<file path="src/rtl/scv_pkg.sv">
// Shared system types plus the cartridge state encoding and address decode.
package scv_pkg;

  localparam int unsigned ROM_AW = 17;
  localparam int unsigned RAM_AW = 13;
  localparam int unsigned CPU_AW = 15;

  typedef enum logic [2:0] {
    MAP_AUTO        = 3'd0,
    MAP_ROM8K       = 3'd1,
    MAP_ROM16K      = 3'd2,
    MAP_ROM32K      = 3'd3,
    MAP_ROM32K_RAM  = 3'd4,
    MAP_ROM64K      = 3'd5,
    MAP_ROM128K     = 3'd6,
    MAP_ROM128K_RAM = 3'd7
  } mapper_t;

  typedef enum logic [1:0] {
    CART_IDLE    = 2'd0,
    CART_LOAD    = 2'd1,
    CART_RESOLVE = 2'd2,
    CART_RUN     = 2'd3
  } cart_state_t;

  // Exclusive bounds on the highest downloaded address for each image size
  localparam logic [ROM_AW-1:0] SIZE_LIM_8K  = 17'h02000;
  localparam logic [ROM_AW-1:0] SIZE_LIM_16K = 17'h04000;
  localparam logic [ROM_AW-1:0] SIZE_LIM_32K = 17'h08000;
  localparam logic [ROM_AW-1:0] SIZE_LIM_64K = 17'h10000;

  // Bus 0xE000-0xFFFF, i.e. window offset 0x6000 and up
  localparam logic [CPU_AW-1:0] RAM_WIN_BASE = 15'h6000;

  typedef struct packed {
    logic [ROM_AW-1:0] rom_a;
    logic [RAM_AW-1:0] ram_a;
    logic              is_ram;
  } cart_map_t;

  // Pick the smallest plain ROM mapper that covers the downloaded image
  function automatic mapper_t size_to_mapper(input logic [ROM_AW-1:0] size_max);
    mapper_t m;
    if (size_max < SIZE_LIM_8K)       m = MAP_ROM8K;
    else if (size_max < SIZE_LIM_16K) m = MAP_ROM16K;
    else if (size_max < SIZE_LIM_32K) m = MAP_ROM32K;
    else if (size_max < SIZE_LIM_64K) m = MAP_ROM64K;
    else                              m = MAP_ROM128K;
    return m;
  endfunction

  // Translate a CPU window address plus bank bits into ROM/RAM targets
  function automatic cart_map_t cart_map(input mapper_t mapper,
                                         input logic [1:0] bank,
                                         input logic [CPU_AW-1:0] addr);
    cart_map_t m;
    logic      in_win;
    in_win   = (addr >= RAM_WIN_BASE);
    m.ram_a  = addr[RAM_AW-1:0];
    m.is_ram = 1'b0;
    case (mapper)
      MAP_ROM16K:                   m.rom_a = ROM_AW'(addr[13:0]);
      MAP_ROM32K, MAP_ROM32K_RAM:   m.rom_a = ROM_AW'(addr);
      MAP_ROM64K:                   m.rom_a = ROM_AW'({bank[0], addr});
      MAP_ROM128K, MAP_ROM128K_RAM: m.rom_a = {bank, addr};
      default:                      m.rom_a = ROM_AW'(addr[12:0]);
    endcase
    if (mapper == MAP_ROM32K_RAM)       m.is_ram = in_win && bank[0];
    else if (mapper == MAP_ROM128K_RAM) m.is_ram = in_win;
    return m;
  endfunction

endpackage

</file>
<file path="src/rtl/cart_ctrl.sv">
// Cartridge memory controller: download sequencing, mapper resolution and
// run-time CPU access to the shared cart ROM/RAM ports.
module cart_ctrl
  import scv_pkg::*;
(
  input  logic              CLK,
  input  logic              RESB,
  input  logic              ROMINIT_SEL_CART,
  input  logic [ROM_AW-1:0] ROMINIT_ADDR,
  input  logic [7:0]        ROMINIT_DATA,
  input  logic              ROMINIT_VALID,
  input  logic              ROMINIT_ACTIVE,
  input  mapper_t           MAPPER,
  input  logic              CPU_CE,
  input  logic [CPU_AW-1:0] CPU_A,
  input  logic              CPU_RE,
  input  logic              CPU_WE,
  input  logic [7:0]        CPU_D,
  input  logic [1:0]        CPU_BANK,
  output logic [7:0]        CPU_Q,
  output logic              CPU_DV,
  output logic              CPU_WAIT,
  output logic [ROM_AW-1:0] ROM_A,
  output logic [7:0]        ROM_D,
  output logic              ROM_WE,
  input  logic [7:0]        ROM_Q,
  output logic [RAM_AW-1:0] RAM_A,
  output logic [7:0]        RAM_D,
  output logic              RAM_WE,
  input  logic [7:0]        RAM_Q,
  output mapper_t           MAPPER_EFF
);

  cart_state_t       state_q, state_d;
  logic [ROM_AW-1:0] size_max_q, size_max_d;
  mapper_t           mapper_eff_q, mapper_eff_d;
  logic              dv_q, dv_d;
  logic              tgt_ram_q, tgt_ram_d;

  cart_map_t cmap;
  logic      dl_start;
  logic      cart_byte;
  logic      cpu_rd;
  logic      cpu_wr;

  // A write in the same cycle as a read takes priority and suppresses the read
  assign dl_start  = ROMINIT_ACTIVE && ROMINIT_SEL_CART;
  assign cart_byte = ROMINIT_VALID && ROMINIT_SEL_CART;
  assign cpu_wr    = CPU_CE && CPU_WE;
  assign cpu_rd    = CPU_CE && CPU_RE && !CPU_WE;
  assign cmap      = cart_map(mapper_eff_q, CPU_BANK, CPU_A);

  // State and tracking registers
  always_ff @(posedge CLK or negedge RESB) begin
    if (!RESB) begin
      state_q      <= CART_IDLE;
      size_max_q   <= '0;
      mapper_eff_q <= MAP_ROM8K;
      dv_q         <= 1'b0;
      tgt_ram_q    <= 1'b0;
    end else begin
      state_q      <= state_d;
      size_max_q   <= size_max_d;
      mapper_eff_q <= mapper_eff_d;
      dv_q         <= dv_d;
      tgt_ram_q    <= tgt_ram_d;
    end
  end

  // Next-state and memory-port steering; idle ports stay at zero
  always_comb begin
    state_d      = state_q;
    size_max_d   = size_max_q;
    mapper_eff_d = mapper_eff_q;
    dv_d         = 1'b0;
    tgt_ram_d    = tgt_ram_q;
    CPU_WAIT     = 1'b0;
    ROM_A        = '0;
    ROM_D        = '0;
    ROM_WE       = 1'b0;
    RAM_A        = '0;
    RAM_D        = '0;
    RAM_WE       = 1'b0;

    case (state_q)
      CART_IDLE: begin
        if (dl_start) begin
          state_d    = CART_LOAD;
          size_max_d = '0;
        end else if (!ROMINIT_ACTIVE) begin
          state_d = CART_RUN;
        end
      end

      CART_LOAD: begin
        CPU_WAIT = 1'b1;
        if (cart_byte) begin
          ROM_WE = 1'b1;
          ROM_A  = ROMINIT_ADDR;
          ROM_D  = ROMINIT_DATA;
          if (ROMINIT_ADDR > size_max_q) size_max_d = ROMINIT_ADDR;
        end
        if (!ROMINIT_ACTIVE) state_d = CART_RESOLVE;
      end

      CART_RESOLVE: begin
        mapper_eff_d = (MAPPER != MAP_AUTO) ? MAPPER : size_to_mapper(size_max_q);
        state_d      = CART_RUN;
      end

      CART_RUN: begin
        if (MAPPER != MAP_AUTO) mapper_eff_d = MAPPER;
        ROM_A  = cmap.rom_a;
        RAM_A  = cmap.ram_a;
        RAM_D  = CPU_D;
        RAM_WE = cpu_wr && cmap.is_ram;
        if (dl_start) begin
          state_d    = CART_LOAD;
          size_max_d = '0;
        end else if (cpu_rd) begin
          dv_d      = 1'b1;
          tgt_ram_d = cmap.is_ram;
        end
      end

      default: state_d = CART_IDLE;
    endcase
  end

  // Read data arrives one cycle after the request from the registered target
  assign CPU_DV     = dv_q;
  assign CPU_Q      = dv_q ? (tgt_ram_q ? RAM_Q : ROM_Q) : 8'h00;
  assign MAPPER_EFF = mapper_eff_q;

endmodule

</file>
<file path="config.mk">
export PLATFORM = sky130hd
export DESIGN_NAME = cart_ctrl
export DESIGN_NICKNAME = d
export VERILOG_FILES = /design/src/rtl/scv_pkg.sv /design/src/rtl/cart_ctrl.sv
export SDC_FILE = /design/constraint.sdc
export NUM_CORES = 1
export LEC_CHECK = 0
export ABC_CLOCK_PERIOD_IN_PS = 2000
export CORE_UTILIZATION = 33
export CTS_CLUSTER_DIAMETER = 120
export CTS_CLUSTER_SIZE = 10
export DETAILED_ROUTE_END_ITERATION = 10
export PLACE_DENSITY = 0.84
export SLEW_MARGIN = 15
export SYNTH_ARGS = -nofsm -noshare
export SYNTH_HDL_FRONTEND = slang
export SYNTH_SLANG_ARGS = --single-unit
export TNS_END_PERCENT = 100
</file>
<file path="constraint.sdc">
create_clock -name CLK -period 2 [get_ports CLK]
set_input_delay 0.4 -clock CLK [delete_from_list [all_inputs] [get_ports CLK]]
set_output_delay 0.4 -clock CLK [all_outputs]
set_load 0.03 [all_outputs]
</file>
; ---- After elaboration in Yosys (flattened, before gate mapping)
; Index checks and enable logic that the tools add are counted.
[classes]
n_lt_le_gt_ge = 6
n_eq_ne = 16
mux = 34
n_bitwise = 1
n_reduce_logical = 19
[ops]
columns = op, count
row1 = $mux 17, 4
row2 = $pmux 17 s2, 2
row3 = $pmux 17 s4, 1
row4 = $mux 8, 5
row5 = $gt 17x17->1, 1
row6 = $lt 17x14->1 const B, 1
row7 = $lt 17x15->1 const B, 1
row8 = $lt 17x16->1 const B, 1
row9 = $lt 17x17->1 const B, 1
row10 = $ge 15x15->1 const B, 1
row11 = $mux 3, 5
row12 = $mux 13, 1
row13 = $eq 3x3->1 const B, 4
row14 = $mux 2, 5
row15 = $ne 2x2->1 const B, 5
row16 = $mux 1, 9
row17 = $pmux 2 s4, 1
row18 = $logic_and 1x1->1, 7
row19 = $eq 3x2->1 const B, 2
row20 = $pmux 3 s2, 1
row21 = $reduce_and 3->1, 2
row22 = $reduce_or 2->1, 3
row23 = $eq 2x2->1 const B, 2
row24 = $reduce_and 4->1, 1
row25 = other kinds (9), 10
[totals]
register_bits = 24
inputBits = 77
out_inout_bits = 61
wordCells = 81

; ---- Logic depth before layout (Yosys ltp)
[logic_depth]
word_depth = 7
ltp_mapped = 9
ltp_nobuf = 7

; ---- Worst setup path after synthesis
; No wires, ideal clock.
[synth_path]
kind = flip-flop to output port
start = register state_q[1]
end = output port ROM_A[14]
t_arrival_ns = 2.188
required_ns = 1.600
setup_slack_ns = -0.588
stages_incl_launch_ff = 8
n_path_buf = 2
cell_sequence = dfrtp_1 > inv_1 > ha_1 > and3_1 > clkbuf_1 > clkbuf_1 > nand2_1 > o21ai_0
[synth_via]
elab_chain_cells = 2
word_cells_on_any_way = 3
classes_between = 2 x eq/ne / 1 x mux
[synth_lines]
columns = item, line
row1 = "start, declared", cart_ctrl.sv:34  ; cart_state_t state_q, state_d;
row2 = "start signal, assigned", cart_ctrl.sv:62  ; state_q <= state_d;
row3 = $eq 2x2->1 or $eq 2x1->1 (tied branches), cart_ctrl.sv:85  ; case (state_q)
row4 = $pmux 17 s2 *, cart_ctrl.sv:85
row5 = "end, declared", cart_ctrl.sv:23  ; output logic [ROM_AW-1:0] ROM_A,
; Every way passes the cells marked *; elsewhere a longest branch is shown, timed or not.

; ---- Worst setup path in the final report
[layout_path]
start = register size_max_q[13]
end = register size_max_q[6]
[layout_via]
elab_chain_cells = 3
[layout_lines]
columns = item, line
row1 = "start, declared", cart_ctrl.sv:35  ; logic [ROM_AW-1:0] size_max_q, size_max_d;
row2 = "start signal, assigned", cart_ctrl.sv:63  ; size_max_q <= size_max_d;
row3 = $gt 17x17->1, cart_ctrl.sv:101  ; if (ROMINIT_ADDR > size_max_q) size_max_d = ROMINIT_ADDR;
row4 = $ne 2x2->1 (no line), -
row5 = $reduce_and 4->1 (no line), -
; Every way passes these cells.
; A chain may end at the register's enable or synchronous reset.

==> results.json <==
{
  "io_pins": 138,
  "hold_buffers": 0,
  "via_count": 2652,
  "drtAntennaViolNets": 0,
  "required_ns": 2.19,
  "die_h_um": 82.3,
  "synth_seq_cells": 24,
  "vdd_drop_max_uv": 744,
  "coreArea_mm2": 0.00606,
  "synth_nets": 363,
  "cts_buffers": 3,
  "hold_violations": 0,
  "synthToLayoutAreaGrowth_pct": 101,
  "cts_tree": "built",
  "io_buffers": 137,
  "cts.clk_slew.worst_paths_ns": 0.09,
  "place_inst": 495,
  "grt_pass1_wl_um": 11100,
  "rsz0062_at_grt": "true",
  "async_flop_share_pct": 100,
  "failed_checks": "setup timing",
  "slew_viol_final": 0,
  "clockBufferDepth": 2,
  "die_width_um": 82.3,
  "num_rows": 28,
  "synth-adder-area-share_pct": 12.9,
  "synth_cell_types": 36,
  "die-area_mm2": 0.00677,
  "antenna_found_initial": 0,
  "first_pass_iters": 4,
  "dpl.hpwl_um": 5340,
  "drt_iter0_drc": 125,
  "min_period_ns": 2.16,
  "path_max_fanout": 8,
  "critPathArrivalTime_ns": 2.36,
  "drc": 0,
  "wl_per_cell_um": 16.4,
  "layout_commonest_cell": "clkdlybuf4s50_1",
  "fin_util_pct": 70.5,
  "period_share_pct": 108,
  "gp_congestion": 0.786,
  "fillCellCount": 447,
  "p_per_area_mw_per_mm2": 1060,
  "finalPower_mw": 4.55,
  "synth_area_per_cell_um2": 8.05,
  "crit_type": "flop to flop",
  "synth_compound_area_share_pct": 21.7,
  "yosys.area_share.simple_pct": 23.2,
  "syn_inst": 264,
  "synth_top_family_by_area": "simple AND/OR/NAND/NOR gates",
  "finalNetCount": 535,
  "clockRootBuffer": "clkbuf_8",
  "synthesis.area_mm2": 0.00213,
  "start_util_pct": 35.1,
  "clk_latency_ns": 0.27,
  "htreeDepth": 1,
  "ys.warnings.count": 0,
  "seq_area_frac_synth_pct": 28.3,
  "vias_per_cell": 5.20,
  "numClockSinks": 24,
  "fmax_ghz": 0.463,
  "grt_usage_pct": 21.5,
  "min_path_type": "primary input to asynchronous set/reset pin",
  "drive_above_1_share_pct": 39.5,
  "skew_ns": 0.00178,
  "startpoint_type": "flop",
  "cp-end-kind": "flop",
  "mostFrequentLayoutCells": "clkdlybuf4s50_1, buf_4, buf_6, inv_1, nand2_1",
  "drv_cap": 0,
  "relSlewSlack_pct": 70.2,
  "grt_pass1_vias": 2535,
  "overflow": 0,
  "n_antenna_cell": 0,
  "setup_viol": 42,
  "synth-edff-count": 0,
  "status": "complete, but fails checks",
  "synth_xor_xnor_area_share_pct": 0,
  "p_leak_nw": 2.05,
  "muxShareOfSynthArea_pct": 4.30,
  "grt_max_degree": 25,
  "synth_ff_type": "dfrtp_1",
  "stdcell_count": 510,
  "finalWirelength_um": 8370,
  "worst_slack_ns": -0.162,
  "worstMarginPinSlew_ns": 0.448
}
==> cells by family (layout without fill, tap and decap cells) <==
kind of cell,count (synthesis),in the layout
AOI/OAI and AO/OA,67,67
muxes,9,9
adders and majority gates,22,22
DFF,24,24
buffers and inverters,48,219
and+or+nand+nor,94,94
==> flip-flops by register name (all words and copies together), names as in the netlist <==
signal	count
CPU_DV	1
MAPPER_EFF	3
size_max_q	17
tgt_ram_q	1
state_q	2
==> cell usage after synthesis (all sizes together) (3+ instances only) <==
cell type / count / area share [%]
mux2i: 8 / 3.8
nand3: 5 / 1.2
inv: 36 / 6.4
nand2: 33 / 5.8
nand4: 3 / 0.88
clkbuf: 9 / 1.6
o22ai: 18 / 5.3
o21ai: 7 / 1.6
ha: 22 / 13
a21oi: 10 / 2.4
dfrtp: 23 / 27
nor2b: 9 / 2.6
buf: 3 / 1.6
and2: 30 / 8.8
a21o: 15 / 5.3
nor2: 6 / 1.1
==> critical path, cell delays in order, from the launching register on <==
cell and delay [ns]:
dfrtp_1 0.40, inv_2 0.06, ha_1 0.29, nand4_1 0.22
nor4_4 0.25, a21boi_2 0.24, buf_4 0.14, o311ai_4 0.13
buf_6 0.19, o22ai_4 0.15
==> metrics by stage <==
stage / setup TNS (ns) / area, um^2 / worst slack [ns] / hold slack (ns)
5_1_grt: -5.86 / 4270 / -0.238 / 0.507
2_1_floorplan: 0 / 2190 / 0.00295 / 0.104
6_report: -3.57 / 4270 / -0.162 / 0.485
3_5_place_dp: -9.52 / 3690 / -0.571 / 0.517
4_1_cts: -3.19 / 3970 / -0.117 / 0.489
3_3_place_gp: -8.34 / 3690 / -0.503 / 0.508
==> what timing repair did <==
| item | in CTS | in global routing |
|---|---|---|
| pin swaps | 15 | 21 |
| cloned | 1 | 3 |
| setup endpoints to repair | 45 | 53 |
| resized for setup | 50 | 57 |
| hold endpoints to repair | 0 | 0 |
| buffers inserted | 2 | 5 |
==> worst paths after layout <==
| path | from | end | slack, ns | cells after the start |
|---|---|---|---|---|
| min in group CLK | size_max_q[3] | size_max_q[3] | 0.54 | 2 |
| worst max-delay path | size_max_q[13] | size_max_q[6] | -0.16 | 9 |
| max in group asynchronous | RESB | MAPPER_EFF[0] | 1.22 | 2 |
| worst min-delay path | RESB | size_max_q[8] | 0.49 | 2 |
| worst min register to register | size_max_q[3] | size_max_q[3] | 0.54 | 2 |
| worst max register to register | size_max_q[13] | size_max_q[6] | -0.16 | 9 |
==> per-layer routing <==
metal	track usage (%)	vias to the layer above	share of wire (%)
met5	0	-	0
met4	8.42	0	2.7
met3	4.07	20	10
met1	23.6	1231	36
li1	-	1241	-
met2	40.2	160	51
==> report_power, final <==
group          total, mW  internal [mW]  switching, mW
clock network      0.343          0.176          0.167
registers          0.820          0.650          0.170
logic               3.38           1.56           1.82
total               4.55           2.39           2.16
==> layout make-up <==
type	count	area, um^2	share of cell area (%)
repair buffers	179	1710	40.1
clock buffers	4	55.1	1.29
multi-input cells	192	1670	39.2
well taps	75	93.8	2.20
flip-flops and latches	24	603	14.1
inverters	36	135	3.16
Power figures use the tool's default switching activity.
